File: src/rtl/mem_selftest.sv
// Memory self-test: fills an internal RAM with a Galois LFSR pattern, reads it
// back against the regenerated pattern and reports a saturating mismatch count.
module mem_selftest #(
  parameter int                    DATA_WIDTH = 8,
  parameter int                    ADDR_WIDTH = 4,
  parameter logic [DATA_WIDTH-1:0] SEED       = 8'hA5
) (
  input  logic                clk,
  input  logic                rst,
  input  logic                start,
  input  logic                inject_fault,
  output logic                busy,
  output logic                done,
  output logic                pass,
  output logic [ADDR_WIDTH:0] err_count
);

  localparam int DEPTH = 1 << ADDR_WIDTH;

  // Feedback masks for maximal-length right-shifting Galois LFSRs.
  function automatic logic [63:0] mask_for_width(input int w);
    logic [63:0] m;
    case (w)
      4:       m = 64'h0000_0000_0000_000C;
      5:       m = 64'h0000_0000_0000_0014;
      6:       m = 64'h0000_0000_0000_0030;
      7:       m = 64'h0000_0000_0000_0060;
      8:       m = 64'h0000_0000_0000_00B8;
      16:      m = 64'h0000_0000_0000_B400;
      32:      m = 64'h0000_0000_8020_0003;
      default: m = 64'h0000_0000_0000_00B8;
    endcase
    return m;
  endfunction

  localparam logic [DATA_WIDTH-1:0] LFSR_MASK = DATA_WIDTH'(mask_for_width(DATA_WIDTH));
  localparam logic [DATA_WIDTH-1:0] SEED_EFF  =
      (SEED == '0) ? {{(DATA_WIDTH-1){1'b0}}, 1'b1} : SEED;
  localparam logic [ADDR_WIDTH-1:0] LAST_ADDR = '1;
  localparam logic [ADDR_WIDTH:0]   ERR_MAX   = '1;
  localparam logic [ADDR_WIDTH-1:0] ADDR_ONE  = {{(ADDR_WIDTH-1){1'b0}}, 1'b1};
  localparam logic [ADDR_WIDTH:0]   ERR_ONE   = {{ADDR_WIDTH{1'b0}}, 1'b1};

  function automatic logic [DATA_WIDTH-1:0] lfsr_next(input logic [DATA_WIDTH-1:0] v);
    return (v >> 1) ^ (v[0] ? LFSR_MASK : '0);
  endfunction

  typedef enum logic [2:0] {
    IDLE  = 3'd0,
    WRITE = 3'd1,
    READ  = 3'd2,
    DRAIN = 3'd3,
    DONE  = 3'd4
  } state_t;

  state_t                  state_q, state_d;
  logic                    start_dly_q, start_dly_d;
  logic [ADDR_WIDTH-1:0]   addr_q, addr_d;
  logic [DATA_WIDTH-1:0]   lfsr_q, lfsr_d;
  logic [DATA_WIDTH-1:0]   exp_q, exp_d;
  logic                    rd_vld_q, rd_vld_d;
  logic                    mism_q, mism_d;
  logic [ADDR_WIDTH:0]     err_q, err_d;
  logic                    busy_q, busy_d;
  logic                    done_q, done_d;
  logic                    pass_q, pass_d;

  logic                    start_edge;
  logic                    mem_we;
  logic                    mem_re;
  logic [DATA_WIDTH-1:0]   mem_wdata;
  logic [DATA_WIDTH-1:0]   rd_data_q;
  logic [DATA_WIDTH-1:0]   mem [DEPTH];

  assign start_edge = start & ~start_dly_q;

  always_comb begin
    state_d     = state_q;
    start_dly_d = start;
    addr_d      = addr_q;
    lfsr_d      = lfsr_q;
    exp_d       = exp_q;
    rd_vld_d    = 1'b0;
    mism_d      = rd_vld_q && (rd_data_q != exp_q);
    err_d       = (mism_q && (err_q != ERR_MAX)) ? err_q + ERR_ONE : err_q;
    done_d      = done_q;
    pass_d      = pass_q;
    mem_we      = 1'b0;
    mem_re      = 1'b0;
    mem_wdata   = {lfsr_q[DATA_WIDTH-1:1], lfsr_q[0] ^ inject_fault};

    case (state_q)
      IDLE, DONE: begin
        // The last mismatch lands one edge after DONE is entered, so done and
        // pass are published on that edge from the final count.
        if ((state_q == DONE) && !done_q) begin
          done_d = 1'b1;
          pass_d = (err_d == '0);
        end
        if (start_edge) begin
          state_d = WRITE;
          addr_d  = '0;
          lfsr_d  = SEED_EFF;
          err_d   = '0;
          mism_d  = 1'b0;
          done_d  = 1'b0;
          pass_d  = 1'b0;
        end
      end
      WRITE: begin
        mem_we = 1'b1;
        lfsr_d = lfsr_next(lfsr_q);
        addr_d = addr_q + ADDR_ONE;
        if (addr_q == LAST_ADDR) begin
          addr_d  = '0;
          lfsr_d  = SEED_EFF;
          state_d = READ;
        end
      end
      READ: begin
        mem_re   = 1'b1;
        exp_d    = lfsr_q;
        rd_vld_d = 1'b1;
        lfsr_d   = lfsr_next(lfsr_q);
        addr_d   = addr_q + ADDR_ONE;
        if (addr_q == LAST_ADDR) begin
          addr_d  = '0;
          state_d = DRAIN;
        end
      end
      DRAIN: begin
        state_d = DONE;
      end
      default: begin
        state_d = IDLE;
      end
    endcase

    busy_d = (state_d == WRITE) || (state_d == READ) || (state_d == DRAIN);
  end

  always_ff @(posedge clk or posedge rst) begin
    if (rst) begin
      state_q     <= IDLE;
      start_dly_q <= 1'b0;
      addr_q      <= '0;
      lfsr_q      <= SEED_EFF;
      exp_q       <= '0;
      rd_vld_q    <= 1'b0;
      mism_q      <= 1'b0;
      err_q       <= '0;
      busy_q      <= 1'b0;
      done_q      <= 1'b0;
      pass_q      <= 1'b0;
    end else begin
      state_q     <= state_d;
      start_dly_q <= start_dly_d;
      addr_q      <= addr_d;
      lfsr_q      <= lfsr_d;
      exp_q       <= exp_d;
      rd_vld_q    <= rd_vld_d;
      mism_q      <= mism_d;
      err_q       <= err_d;
      busy_q      <= busy_d;
      done_q      <= done_d;
      pass_q      <= pass_d;
    end
  end

  // RAM is deliberately unreset: every run rewrites all words before reading.
  always_ff @(posedge clk) begin
    if (mem_we) mem[addr_q] <= mem_wdata;
    if (mem_re) rd_data_q <= mem[addr_q];
  end

  assign busy      = busy_q;
  assign done      = done_q;
  assign pass      = pass_q;
  assign err_count = err_q;

endmodule

File: config.mk
export PLATFORM = sky130hd
export DESIGN_NAME = mem_selftest
export DESIGN_NICKNAME = d
export VERILOG_FILES = /design/src/rtl/mem_selftest.sv
export SDC_FILE = /design/constraint.sdc
export NUM_CORES = 1
export LEC_CHECK = 0
export ABC_AREA = 1
export ABC_CLOCK_PERIOD_IN_PS = 2600
export CORE_MARGIN = 1
export CORE_UTILIZATION = 32
export CTS_CLUSTER_SIZE = 12
export DETAILED_ROUTE_END_ITERATION = 8
export REMOVE_ABC_BUFFERS = 1
export SYNTH_ARGS = -nofsm -noshare
export SYNTH_HDL_FRONTEND = slang
export SYNTH_SLANG_ARGS = --single-unit
File: constraint.sdc
create_clock -name clk -period 2.6 [get_ports clk]
set_input_delay 0.52 -clock clk [delete_from_list [all_inputs] [get_ports clk]]
set_output_delay 0.52 -clock clk [all_outputs]
set_load 0.05 [all_outputs]
==> summary.txt <==
Timing
  • Fin. max-slew vios: 0
  • Finish-stage setup viols: 0
  • Post-route clock period utilization: 0.842
  • Relative max-transition margin: 0.492
  • Final setup TNS: 0 ns
  • RSZ-0062 raised after global routing: false
  • Final Critical Period: 2.19 ns
  • Highest clock rate: 457 MHz
  • Final Hold Viols: 0
  • Worst-Margin Slew: 0.762 ns
  • Clock Skew: 0.00769 ns

Floorplan
  • Row count: 55
  • Placeable Area: 22700 um2
  • Die width: 154 um
  • Top-level port count: 12
  • Die H: 154 um
  • Die Area: 23800 um2
  • Initial Util: 0.327

Logic synthesis
  • Synth top area share: 0.549
  • Synth area leaders: edfxtp_1, nand2_1, dfrtp_1
  • Gate Count Post-Synth: 734
  • Mapped Area: 7430 um2
  • Synthesized flop and latch total: 170
  • Synth async-reset ratio: 0.200
  • Post-synth top flop: edfxtp_1
  • Post-synth top area cell: edfxtp_1
  • Unique cell type count in the Yosys netlist: 32
  • Most numerous cell in the Yosys netlist: nand2_1
  • EDFF count, synth: 136
  • Synthesized area per cell: 10.1 um2
  • Yosys warns: 0
  • Post-synthesis sequential area ratio: 0.664
  • Most common library cells after synthesis: nand2_1, edfxtp_1, inv_1, nor2_1, nand3_1

Route
  • Drt pass-1 iters: 5
  • Final ANT Viol Nets: 0
  • WL/cell: 15.4 um
  • Via total after detailed routing: 4808
  • Drt total wl: 16.3 mm
  • DR vias/cell: 4.52
  • 1st-iter DRT viols: 460
  • DRC: 0

Critical path
  • Bufs and invs on worst path: 1
  • CP max FO: 5
  • Critical path arrival: 1.67 ns
  • CP Depth: 1
  • CP startpoint: err_count[2]$_DFF_PP0_
  • Critical-path top delay cell: clkdlybuf4s50_1
  • Flop-to-flop setup slack: 0.61 ns
  • Crit path cell chain: clkdlybuf4s50_1
  • Top delay family on crit path: buffers and inverters
  • Nature of the critical path startpoint: register
  • Reg-to-Reg Start: addr_q[1]$_DFFE_PP0P_
  • Critical Path End Type: primary output
  • Worst Reg-to-Reg Cells: 5
  • Crit path largest cell delay: 0.83 ns
  • Crit Path Class: register to primary output
  • Critical path required time: 2.08 ns
  • End point of the critical path: err_count[2]
  • RR Endpoint: mem[14][4]$_DFFE_PP_

Placed design
  • Port Buffers: 11
  • DP Wirelength: 10.8 mm
  • Placed Cells: 1032
  • GP Congestion: 0.849

Power
  • Overall power: 0.0101 W
  • Peak supply drop: 625 uV
  • Power density over the cells: 1180 nW/um2
  • Sw Share: 0.379
  • Clk pwr share: 0.244
  • Combinational Power Share: 0.319
  • Sw power: 0.00383 W
  • Lkg Pwr: 3.71 nW
  • Int Pwr: 0.00627 W
  • Seq pwr share: 0.438

Layout
  • Fraction of layout cells with a size suffix above 1: 0.112
  • Layout area overhead: 15.1%
  • # fillers: 2237
  • Ant. Diodes: 0
  • Non-filler cells in the finished layout: 1064
  • Final #Nets: 776
  • Final core utilization: 0.377

Clock network
  • Worst-path clk slew: 0.06 ns
  • H-tree levels: 4
  • Clock Latency Late Sink: 0.42 ns
  • Root Driver: clkbuf_16
  • Post-CTS Resized: 0
  • Clk sinks: 170
  • Hold Buf Count CTS: 0
  • Setup Fix Bufs, Post-CTS: 0
  • Cts bufs inserted: 17
  • Max clock buf depth: 2
  • TritonCTS clock tree: done

Global routing
  • First-pass GRT wire length: 26.4 mm
  • Initial antenna violation count: 0
  • Grt ovf: 0
  • Overall Global Routing Usage: 0.147
  • Largest net degree at the start of global routing: 35
  • Vias in the first global route: 4706

Flow run
  • Max Cap Viol: 0

Hold path
  • Hold Path Class: input port to asynchronous set/reset pin

Status
  • Outcome: complete, no violations
==> state kept, by name, indices dropped and copies added (netlist names) <==
name / cells
addr_q: 4
busy: 1
done: 1
err_count: 5
exp_q: 8
lfsr_q: 8
mem: 128
mism_q: 1
pass: 1
rd_data_q: 8
rd_vld_q: 1
start_dly_q: 1
state_q: 3
==> through the flow <==
step	instance area, um2	hold WS, ns	worst slack (ns)
floorplan	7290	0.464	-0.310
global placement	7980	0.486	0.682
detailed placement	7980	0.492	0.651
CTS	8560	0.493	0.397
global route	8560	0.518	0.342
finish	8560	0.485	0.412
==> layout by cell type (no fill, tap or decap), types with 2 or more instances in the layout <==
master,count
o21ai_2,5
inv_2,5
nand2_2,4
edfxtp_1,136
inv_4,3
nor3_1,5
nand3_1,50
clkbuf_16,19
xnor2_1,4
dfrtp_1,29
clkdlybuf4s50_1,11
buf_4,26
nand2_4,2
a21oi_1,5
inv_1,115
o22ai_1,4
clkbuf_8,2
dfstp_2,4
nor2_2,3
clkinv_2,2
ha_1,6
inv_6,5
nand4_1,9
o21ai_0,16
nor2_1,62
o21ai_1,11
nand2_1,221
xor2_1,6
==> kinds of logic after synthesis <==
| group | after synthesis | share of synthesized area |
|---|---|---|
| and+or+nand+nor | 359 | 0.200 |
| DFF | 170 | 0.664 |
| buffers and inverters | 146 | 0.0806 |
| AOI/OAI and AO/OA | 43 | 0.0330 |
| xor gates and xnor gates | 10 | 0.0118 |
| adders and majority gates | 6 | 0.0101 |
==> metal layers <==
layer,up-vias,part of all wire,wire [um],track usage
li1,2414,-,-,-
met1,2265,0.47,7660,0.201
met2,110,0.47,7760,0.238
met3,19,0.044,714,0.0283
met4,0,0.012,201,0.0424
met5,-,0,0,0
==> worst min-delay path by stage <==
stage                                     from                    end  slack, ns  cells past startpoint
after global routing                       rst  lfsr_q[1]$_DFFE_PP0P_       0.52                      3
final                                      rst   exp_q[2]$_DFFE_PP0N_       0.49                      3
after detailed placement  exp_q[5]$_DFFE_PP0N_   exp_q[5]$_DFFE_PP0N_       0.49                      2
after floorplan             rd_vld_q$_DFF_PP0_       mism_q$_DFF_PP0_       0.46                      2
after global placement    exp_q[5]$_DFFE_PP0N_   exp_q[5]$_DFFE_PP0N_       0.49                      2
after CTS                                  rst   exp_q[1]$_DFFE_PP0N_       0.49                      3
==> power by group through the flow <==
stage	Sequential [W]	Combinational [W]	Clock (W)
6_report	0.00442	0.00322	0.00246
5_1_grt	0.00450	0.00360	0.00260
2_1_floorplan	0.00446	0.00184	0
3_3_place_gp	0.00447	0.00320	0
4_1_cts	0.00444	0.00323	0.00250
3_5_place_dp	0.00449	0.00321	0
==> area by class of cell <==
| type | count | area [um2] | share of cell area |
|---|---|---|---|
| Tap cell | 285 | 357 | 0.0417 |
| Clock inverter | 10 | 75.1 | 0.00877 |
| Inverter | 121 | 457 | 0.0534 |
| Multi-Input combinational cell | 418 | 1900 | 0.222 |
| Sequential cell | 170 | 4940 | 0.577 |
| Clock buffer | 22 | 507 | 0.0592 |
| Timing Repair Buffer | 38 | 325 | 0.0380 |
Note: power is estimated with default switching activity, not from simulation.
